`src/rtl/uart_pkg.sv`:
```
// Shared types and default timing constants for the UART transmit arbiter.
package uart_pkg;

   localparam int DEF_CLK_DIV    = 10416;
   localparam int DEF_FRAME_BITS = 10;
   localparam int DEF_GAP_CYCLES = 2;
   localparam int FIFO_DEPTH     = 4;

   typedef enum logic [1:0] {
      IDLE = 2'd0,
      LOAD = 2'd1,
      HOLD = 2'd2
   } arb_state_t;

endpackage

```
`src/rtl/sync_fifo.sv`:
```
// Small synchronous first-word-fall-through FIFO; accepts a push while full when a pop happens in the same cycle.
module sync_fifo
   import uart_pkg::*;
#(
   parameter int WIDTH = 8,
   parameter int DEPTH = FIFO_DEPTH
) (
   input  logic             clk,
   input  logic             rst,
   input  logic             push,
   input  logic [WIDTH-1:0] push_data,
   input  logic             pop,
   output logic [WIDTH-1:0] pop_data,
   output logic             full,
   output logic             empty
);

   // DEPTH must be a power of two so the pointers wrap by plain overflow.
   localparam int AW = $clog2(DEPTH);

   logic [WIDTH-1:0] mem [DEPTH];
   logic [AW-1:0]    wr_ptr;
   logic [AW-1:0]    rd_ptr;
   logic [AW:0]      count;
   logic             do_push;
   logic             do_pop;

   assign full     = (count == (AW+1)'(DEPTH));
   assign empty    = (count == '0);
   assign do_pop   = pop && !empty;
   assign do_push  = push && (!full || do_pop);
   assign pop_data = mem[rd_ptr];

   always_ff @(posedge clk) begin
      if (do_push) begin
         mem[wr_ptr] <= push_data;
      end
   end

   always_ff @(posedge clk) begin
      if (!rst) begin
         wr_ptr <= '0;
         rd_ptr <= '0;
         count  <= '0;
      end else begin
         if (do_push) begin
            wr_ptr <= wr_ptr + 1'b1;
         end
         if (do_pop) begin
            rd_ptr <= rd_ptr + 1'b1;
         end
         case ({do_push, do_pop})
            2'b10:   count <= count + 1'b1;
            2'b01:   count <= count - 1'b1;
            default: count <= count;
         endcase
      end
   end

endmodule

```
`src/rtl/uart_tx_arbiter.sv`:
```
// Round-robin arbiter between a host byte stream and echoed receive bytes, pacing one UART frame at a time.
module uart_tx_arbiter
   import uart_pkg::*;
#(
   parameter int CLK_DIV    = DEF_CLK_DIV,
   parameter int FRAME_BITS = DEF_FRAME_BITS,
   parameter int GAP_CYCLES = DEF_GAP_CYCLES
) (
   input  logic       clk,
   input  logic       rst,
   input  logic       req0_vld,
   input  logic [7:0] req0_data,
   output logic       req0_rdy,
   input  logic       rx_vld,
   input  logic [7:0] rx_data,
   input  logic       echo_en,
   output logic       tx_vld,
   output logic [7:0] tx_data,
   output logic       busy,
   output logic       fifo_ovf
);

   localparam int FRAME_CYCLES = CLK_DIV * FRAME_BITS + GAP_CYCLES;
   localparam int TW           = $clog2(FRAME_CYCLES + 1);
   localparam logic [TW-1:0] TIMER_LOAD = TW'(FRAME_CYCLES - 1);

   arb_state_t    state, state_nxt;
   logic [TW-1:0] timer, timer_nxt;
   logic          last_grant, last_grant_nxt;
   logic [7:0]    tx_data_nxt;
   logic          grant0, grant1;

   logic          fifo_push;
   logic [7:0]    fifo_dout;
   logic          fifo_full;
   logic          fifo_empty;

   assign fifo_push = rx_vld && echo_en;

   sync_fifo #(
      .WIDTH (8),
      .DEPTH (FIFO_DEPTH)
   ) u_echo_fifo (
      .clk       (clk),
      .rst       (rst),
      .push      (fifo_push),
      .push_data (rx_data),
      .pop       (grant1),
      .pop_data  (fifo_dout),
      .full      (fifo_full),
      .empty     (fifo_empty)
   );

   // Host handshake: a byte transfers on any cycle where req0_vld and req0_rdy are both high;
   // req0_rdy is only offered in IDLE when the host wins arbitration, and never during reset.
   assign req0_rdy = rst && grant0;
   assign tx_vld   = (state == LOAD);
   assign busy     = (state != IDLE);

   always_comb begin
      state_nxt      = state;
      timer_nxt      = timer;
      last_grant_nxt = last_grant;
      tx_data_nxt    = tx_data;
      grant0         = 1'b0;
      grant1         = 1'b0;
      case (state)
         IDLE: begin
            // last_grant=1 means the echo FIFO was served last, so the host wins a tie.
            grant1 = !fifo_empty && (!req0_vld || !last_grant);
            grant0 = req0_vld && !grant1;
            if (grant0) begin
               tx_data_nxt    = req0_data;
               last_grant_nxt = 1'b0;
               state_nxt      = LOAD;
            end else if (grant1) begin
               tx_data_nxt    = fifo_dout;
               last_grant_nxt = 1'b1;
               state_nxt      = LOAD;
            end
         end
         LOAD: begin
            timer_nxt = TIMER_LOAD;
            state_nxt = HOLD;
         end
         HOLD: begin
            if (timer == '0) begin
               state_nxt = IDLE;
            end else begin
               timer_nxt = timer - 1'b1;
            end
         end
         default: begin
            state_nxt = IDLE;
         end
      endcase
   end

   always_ff @(posedge clk) begin
      if (!rst) begin
         state      <= IDLE;
         timer      <= '0;
         last_grant <= 1'b1;
         tx_data    <= 8'h00;
         fifo_ovf   <= 1'b0;
      end else begin
         state      <= state_nxt;
         timer      <= timer_nxt;
         last_grant <= last_grant_nxt;
         tx_data    <= tx_data_nxt;
         if (fifo_push && fifo_full && !grant1) begin
            fifo_ovf <= 1'b1;
         end
      end
   end

endmodule

```
`config.mk`:
```
export PLATFORM = sky130hd
export DESIGN_NAME = uart_tx_arbiter
export DESIGN_NICKNAME = d
export VERILOG_FILES = /design/src/rtl/uart_pkg.sv /design/src/rtl/sync_fifo.sv /design/src/rtl/uart_tx_arbiter.sv
export SDC_FILE = /design/constraint.sdc
export NUM_CORES = 1
export LEC_CHECK = 0
export CELL_PAD_IN_SITES_DETAIL_PLACEMENT = 1
export CELL_PAD_IN_SITES_GLOBAL_PLACEMENT = 1
export CORE_MARGIN = 3
export CORE_UTILIZATION = 35
export DETAILED_ROUTE_END_ITERATION = 10
export GPL_ROUTABILITY_DRIVEN = 0
export PLACE_DENSITY_LB_ADDON = 0.1
export SLEW_MARGIN = 10
export SYNTH_ARGS = -nofsm -noshare
export SYNTH_HDL_FRONTEND = slang
export SYNTH_SLANG_ARGS = --single-unit
export TNS_END_PERCENT = 5
```
`constraint.sdc`:
```
create_clock -name clk -period 2.7 [get_ports clk]
set_clock_uncertainty 0.05 [all_clocks]
set_input_delay 0.54 -clock clk [delete_from_list [all_inputs] [get_ports clk]]
set_output_delay 0.54 -clock clk [all_outputs]
set_load 0.03 [all_outputs]
```
# Word-level counts from Yosys, hierarchy flattened
# Memory sizes are Yosys's and may differ from the RTL's. A register that Yosys moved wholly into a read port is not among the register bits.
# Cells that the tools add are included.
dict set report totals {
  ramBits 32
  output_inout_bits 12
  in_bits 21
  mem_count 1
  reg_bits 36
}
# memory words width rd rd_clocked_by_memory_dff write_ports line_no
set mem_list {}
lappend mem_list {u_echo_fifo.mem 4 8 1 1 1 sync_fifo.sv:21} ;# logic [WIDTH-1:0] mem [DEPTH];
dict set report op_classes {
  eq_ne 8
  reduce_logical 26
  muxes 17
  add_sub_neg 5
}
# operator count
set ops {}
lappend ops {{$pmux W17 S2} 1}
lappend ops {{$logic_not A17 Y1} 1}
lappend ops {{$mux W17} 1}
lappend ops {{$sub A17 B1 Y17 const B} 1}
lappend ops {{$mux W8} 2}
lappend ops {{$mux W2} 5}
lappend ops {{$logic_and A1 B1 Y1} 8}
lappend ops {{$reduce_bool A2 Y1} 4}
lappend ops {{$logic_not A1 Y1} 6}
lappend ops {{$mux W1} 6}
lappend ops {{$pmux W2 S3} 1}
lappend ops {{$pmux W3 S2} 1}
lappend ops {{$reduce_and A2 Y1} 3}
lappend ops {{$add A2 B1 Y2 const B} 2}
lappend ops {{$eq A2 B1 Y1 const B} 2}
lappend ops {{$eq A2 B2 Y1 const B} 2}
lappend ops {{$ne A2 B2 Y1 const B} 2}
lappend ops {{$add A3 B1 Y3 const B} 1}
lappend ops {{$eq A3 B3 Y1 const B} 1}
lappend ops {{$logic_not A3 Y1} 1}
lappend ops {{$ne A3 B3 Y1 const B} 1}
lappend ops {{$sub A3 B1 Y3 const B} 1}
lappend ops {{$logic_not A2 Y1} 1}
lappend ops {{$logic_or A1 B1 Y1} 2}

# Logic depth before layout (Yosys ltp)
# Gate-level depths: netlist (run 1).
dict set report logic_depth {
  depth_word 9
  depth_mapped 8
}

# Modules after synthesis
# From an unflattened synthesis (run 1), not the netlist that was laid out.
dict set report unflattened {
  cells_unflattened 280
  hier_area_um2 3159.3
}
# module cells_per_inst n_inst area_each_um2
set modules_own_cells {}
lappend modules_own_cells {sync_fifo 106 1 1705.4}
lappend modules_own_cells {uart_tx_arbiter 174 1 1453.9}

# Worst setup path before layout (run 1)
# No wires, ideal clock.
dict set report synth_timing {
  path_kind {input-to-reg}
  start {in req0_vld}
  end {reg u_echo_fifo.count[2]}
  arrival_ps 2266
  setup_time_ps 71
  n_path_buf 0
  required_ps 2579
  stages 7
  slack_ps 314
  cell_sequence {a211oi_1 and3_1 inv_1 fa_1 a2111o_1 a21o_1 a21oi_1}
}
dict set report synth_between {
  elab_chain_len 9
  word_cells_on_any_way 11
  classes_between {eq/ne (2); mux (2); reduce/logical (7)}
}
# element line_no
set synth_rtl {}
lappend synth_rtl {{start: declaration} uart_tx_arbiter.sv:11} ;# input logic req0_vld,
lappend synth_rtl {{$logic_not A1 Y1 *} uart_tx_arbiter.sv:70} ;# grant1 = !fifo_empty && (!req0_vld || !last_grant);
lappend synth_rtl {{$logic_or A1 B1 Y1 *} uart_tx_arbiter.sv:70}
lappend synth_rtl {{$logic_and A1 B1 Y1 *} uart_tx_arbiter.sv:70}
lappend synth_rtl {{$mux W1 *} uart_tx_arbiter.sv:67} ;# case (state)
lappend synth_rtl {{$logic_and A1 B1 Y1 *} sync_fifo.sv:30} ;# assign do_pop = pop && !empty;
lappend synth_rtl {{$logic_or A1 B1 Y1} sync_fifo.sv:31} ;# assign do_push = push && (!full || do_pop);
lappend synth_rtl {{$logic_and A1 B1 Y1} sync_fifo.sv:31}
lappend synth_rtl {{$eq A2 B1 Y1 or $eq A2 B2 Y1 (tied branches)} sync_fifo.sv:52} ;# case ({do_push, do_pop})
lappend synth_rtl {{$pmux W3 S2 or $reduce_bool A2 Y1 (tied branches)} n/a}
lappend synth_rtl {{end signal: assignment} sync_fifo.sv:53} ;# 2'b10: count <= count + 1'b1;
lappend synth_rtl {{end signal: assignment} sync_fifo.sv:54} ;# 2'b01: count <= count - 1'b1;
lappend synth_rtl {{end signal: assignment} sync_fifo.sv:55} ;# default: count <= count;
lappend synth_rtl {{end: declaration} sync_fifo.sv:24} ;# logic [AW:0] count;
# Every way passes the cells marked *; elsewhere a longest branch is shown, timed or not.
# A chain may end at the register's enable or synchronous reset.

# Worst setup path in the final report (run 1)
dict set report layout_timing {
  start {reg state[0]}
  end {out busy}
}
dict set report layout_between {
  elab_chain_len 1
}
# element line_no
set layout_rtl {}
lappend layout_rtl {{start: declaration} uart_tx_arbiter.sv:27} ;# arb_state_t state, state_nxt;
lappend layout_rtl {{start signal: assignment} uart_tx_arbiter.sv:107} ;# state <= state_nxt;
lappend layout_rtl {{$reduce_bool A2 Y1} uart_tx_arbiter.sv:58} ;# assign busy = (state != IDLE);
lappend layout_rtl {{end: declaration} uart_tx_arbiter.sv:19} ;# output logic busy,
# No other way between the ends.

==> impl_metrics.py, run 1 <==
metrics = {
    "outcome": {
        "status": "finished, final reports clean",
    },
    "timing": {
        "finalSetupTns_ns": 0,
        "hold_ws_ns": 0.427,
        "worst_pin_slew_ns": 0.543,
        "hold_violations": 0,
        "rsz0062_at_grt": "no",
        "setup_violations": 0,
        "setup_ws_ns": 0.392,
        "slew_violations": 0,
        "timing.fmax_mhz": 433,
        "relSlewSlack_pct": 63.5,
        "timing.final.crit_share_pct": 85.5,
        "period_minus_slack_ns": 2.31,
    },
    "placement": {
        "numPortBuffers": 32,
        "pre_cts_slack_ns": 0.0441,
        "hpwl_mm": 5.26,
        "place_inst": 407,
    },
    "global_routing": {
        "grt_antenna_before_repair": 0,
        "grt_pass1_wl_mm": 12.3,
        "grt_max_degree": 26,
        "grtUsageTotal_pct": 15.7,
        "overflow": 0,
        "grt_pass1_vias": 2451,
    },
    "setup_path": {
        "start_kind": "register",
        "cp_max_fo": 8,
        "startpoint": "state[0]",
        "worst_ep_required_time_ns": 2.11,
        "worst_r2r_path_depth": 4,
        "r2r_start": "timer[2]",
        "crit_path_end": "busy",
        "regToRegSetupSlack_ns": 0.53,
        "critical_path_arrival_ns": 1.72,
        "crit_type": "reg -> out",
        "worstSetupEndpointType": "output pin",
        "rr_endpoint": "timer[10]",
    },
    "detailed_routing": {
        "met1Wirelength_mm": 3.33,
        "drtAntennaViolNets": 0,
        "drc": 0,
        "dr_wl_met3_um": 170,
        "highest_layer": "met4",
        "routedWlPerCell_um": 17.5,
        "num_vias": 2263,
        "wirelength_mm": 7.41,
        "viasPerCell": 5.35,
        "drt_iter0_drc": 78,
        "drtPass1Iterations": 4,
        "wl_met2_mm": 3.82,
    },
    "run": {
        "cap_violations": 0,
    },
    "synth": {
        "synthAdderAreaFrac_pct": 3.02,
        "netlist_area_um2": 3150,
        "avgSynthCellArea_um2": 11.8,
        "synth_xor_area_share_pct": 0.835,
        "synth_seq_cells": 70,
        "syn_inst": 267,
        "synth_mux_area_share_pct": 9.23,
        "synth_top_family_by_area": "simple AND/OR/NAND/NOR gates",
        "syn_nets": 295,
        "synth_compound_area_share_pct": 12.3,
        "synth_cell_types": 53,
        "synth.area.top_cells": "edfxtp_1 (31%), dfxtp_1 (24%), mux4_2 (5.7%)",
        "synth_warnings": 0,
        "synth_commonest_cells": "dfxtp_1 (38), edfxtp_1 (32), a21oi_1 (17)",
        "yosys.area_share.simple_pct": 15.7,
        "netlist.area_leader.share_pct": 30.5,
        "synth_edf_count": 32,
        "synth_most_common_cell": "dfxtp_1",
        "postSynth.asyncResetShare_pct": 0,
        "yosys.area.top_type": "edfxtp_1",
        "yosysSeqAreaShare_pct": 54.7,
        "synth_flop_cell": "dfxtp_1",
    },
    "min_path": {
        "hp-class": "reg -> reg",
    },
    "clock_tree": {
        "path_clk_slew_ns": 0.08,
        "clock_sinks": 70,
        "cts_tree": "yes",
        "cts_buffers": 9,
        "htreeDepth": 3,
        "clock_path_buffers": 2,
        "cts_setup_buffers": 0,
        "cts_hold_buf": 0,
        "clock_latency_ns": 0.35,
        "cts_resized": 0,
        "cts_root_buf": "clkbuf_8",
    },
    "final_layout": {
        "area_delta_synth_final_pct": 21.0,
        "stdcell_count": 423,
        "multi_input_area_um2": 1290,
        "drive_gt1_share_pct": 16.0,
        "diodes": 0,
        "regArea_um2": 1720,
        "nFillCells": 913,
        "nets": 341,
    },
    "die": {
        "die_y_um": 101,
        "die_w_um": 101,
        "rows": 33,
        "start_util_pct": 37.2,
        "num_io_pins": 33,
        "core_um2": 8460,
        "die_area_um2": 10200,
    },
    "pwr": {
        "p_per_area_nw_per_um2": 1120,
        "power_w": 0.00425,
        "ir_drop_uv": 403,
        "leakage_nw": 1.33,
    },
}
[flip-flops by register name (all words and copies together), names as in the netlist, named ones only]
register            flops
u_echo_fifo.mem        32
timer                  17
tx_data                 8
u_echo_fifo.count       3
state                   2
u_echo_fifo.rd_ptr      2
u_echo_fifo.wr_ptr      2
fifo_ovf                1
last_grant              1
[stage by stage]
| stage | area (um2) | utilization, % |
|---|---|---|
| finish | 3810 | 45.0 |
| global route | 3810 | 45.0 |
| global placement | 3630 | 42.9 |
| floorplan | 3150 | - |
| detailed placement | 3630 | 42.9 |
| CTS | 3810 | 45.0 |
[report_power, final]
part	internal (W)	switching (W)	total, W
clock network	0.000346	0.000440	0.000786
registers	0.00135	0.000221	0.00157
logic	0.000784	0.00111	0.00189
[metal layers]
| metal | vias up | GRT usage [%] |
|---|---|---|
| li1 | 1122 | - |
| met1 | 1109 | 19.3 |
| met2 | 24 | 27.5 |
| met3 | 8 | 3.88 |
| met4 | 0 | 4.04 |
| met5 | - | 0 |
[cell type report]
type / instances / share of cell area, %
Multi-Input combinational cell: 172 / 33.9
Timing Repair Buffer: 48 / 11.5
Sequential cell: 70 / 45.2
Clock buffer: 9 / 3.25
Clock inverter: 7 / 1.45
Tap cell: 105 / 3.45
Inverter: 12 / 1.18
[critical path, cell delays in order (launching register included)]
cell and delay, ns:
dfxtp_1 0.49, nor2_1 0.12, inv_1 0.09, clkdlybuf4s50_1 0.67
[kinds of logic after synthesis]
kind of cell             after synthesis
adder cells (fa/ha/maj)                7
AO/OA/AOI/OAI                         62
flip-flops                            70
AND/OR/NAND/NOR                       81
XOR/XNOR                               3
buffers and inverters                 25
multiplexers                          19
[cells in the final DEF (no fill, tap or decap), drive strengths merged, types with 4 or more instances in the layout]
cell type / Yosys / final
a21oi: 17 / 17
nand2: 8 / 8
buf: 4 / 17
dfxtp: 38 / 38
edfxtp: 32 / 32
ha: 6 / 6
mux4: 8 / 8
nor4: 7 / 7
clkbuf: 9 / 9
nand4: 5 / 5
or3: 5 / 5
nand3: 8 / 8
or4: 12 / 12
nor2: 12 / 12
and2: 6 / 6
o31ai: 7 / 7
mux2i: 11 / 11
clkdlybuf4s50: 0 / 31
o21ai: 14 / 14
a31oi: 11 / 11
inv: 11 / 15
nand2b: 4 / 4
[worst min-delay path by stage]
stage	slack, ns	end	start	cells after the start
global route	0.49	timer[15]	timer[15]	2
finish	0.43	fifo_ovf	fifo_ovf	2
detailed placement	0.42	fifo_ovf	fifo_ovf	2
CTS	0.44	fifo_ovf	fifo_ovf	2
floorplan	0.42	timer[5]	timer[5]	2
global placement	0.40	fifo_ovf	fifo_ovf	2
No activity file was read; power rests on OpenSTA's default activity.
==> run 2, diff against run 1 <==
CAP_MARGIN = 20   (was not set)
==> results of run 2 <==
Same layout as run 1: the final DEF is identical, and so are final timing and power.
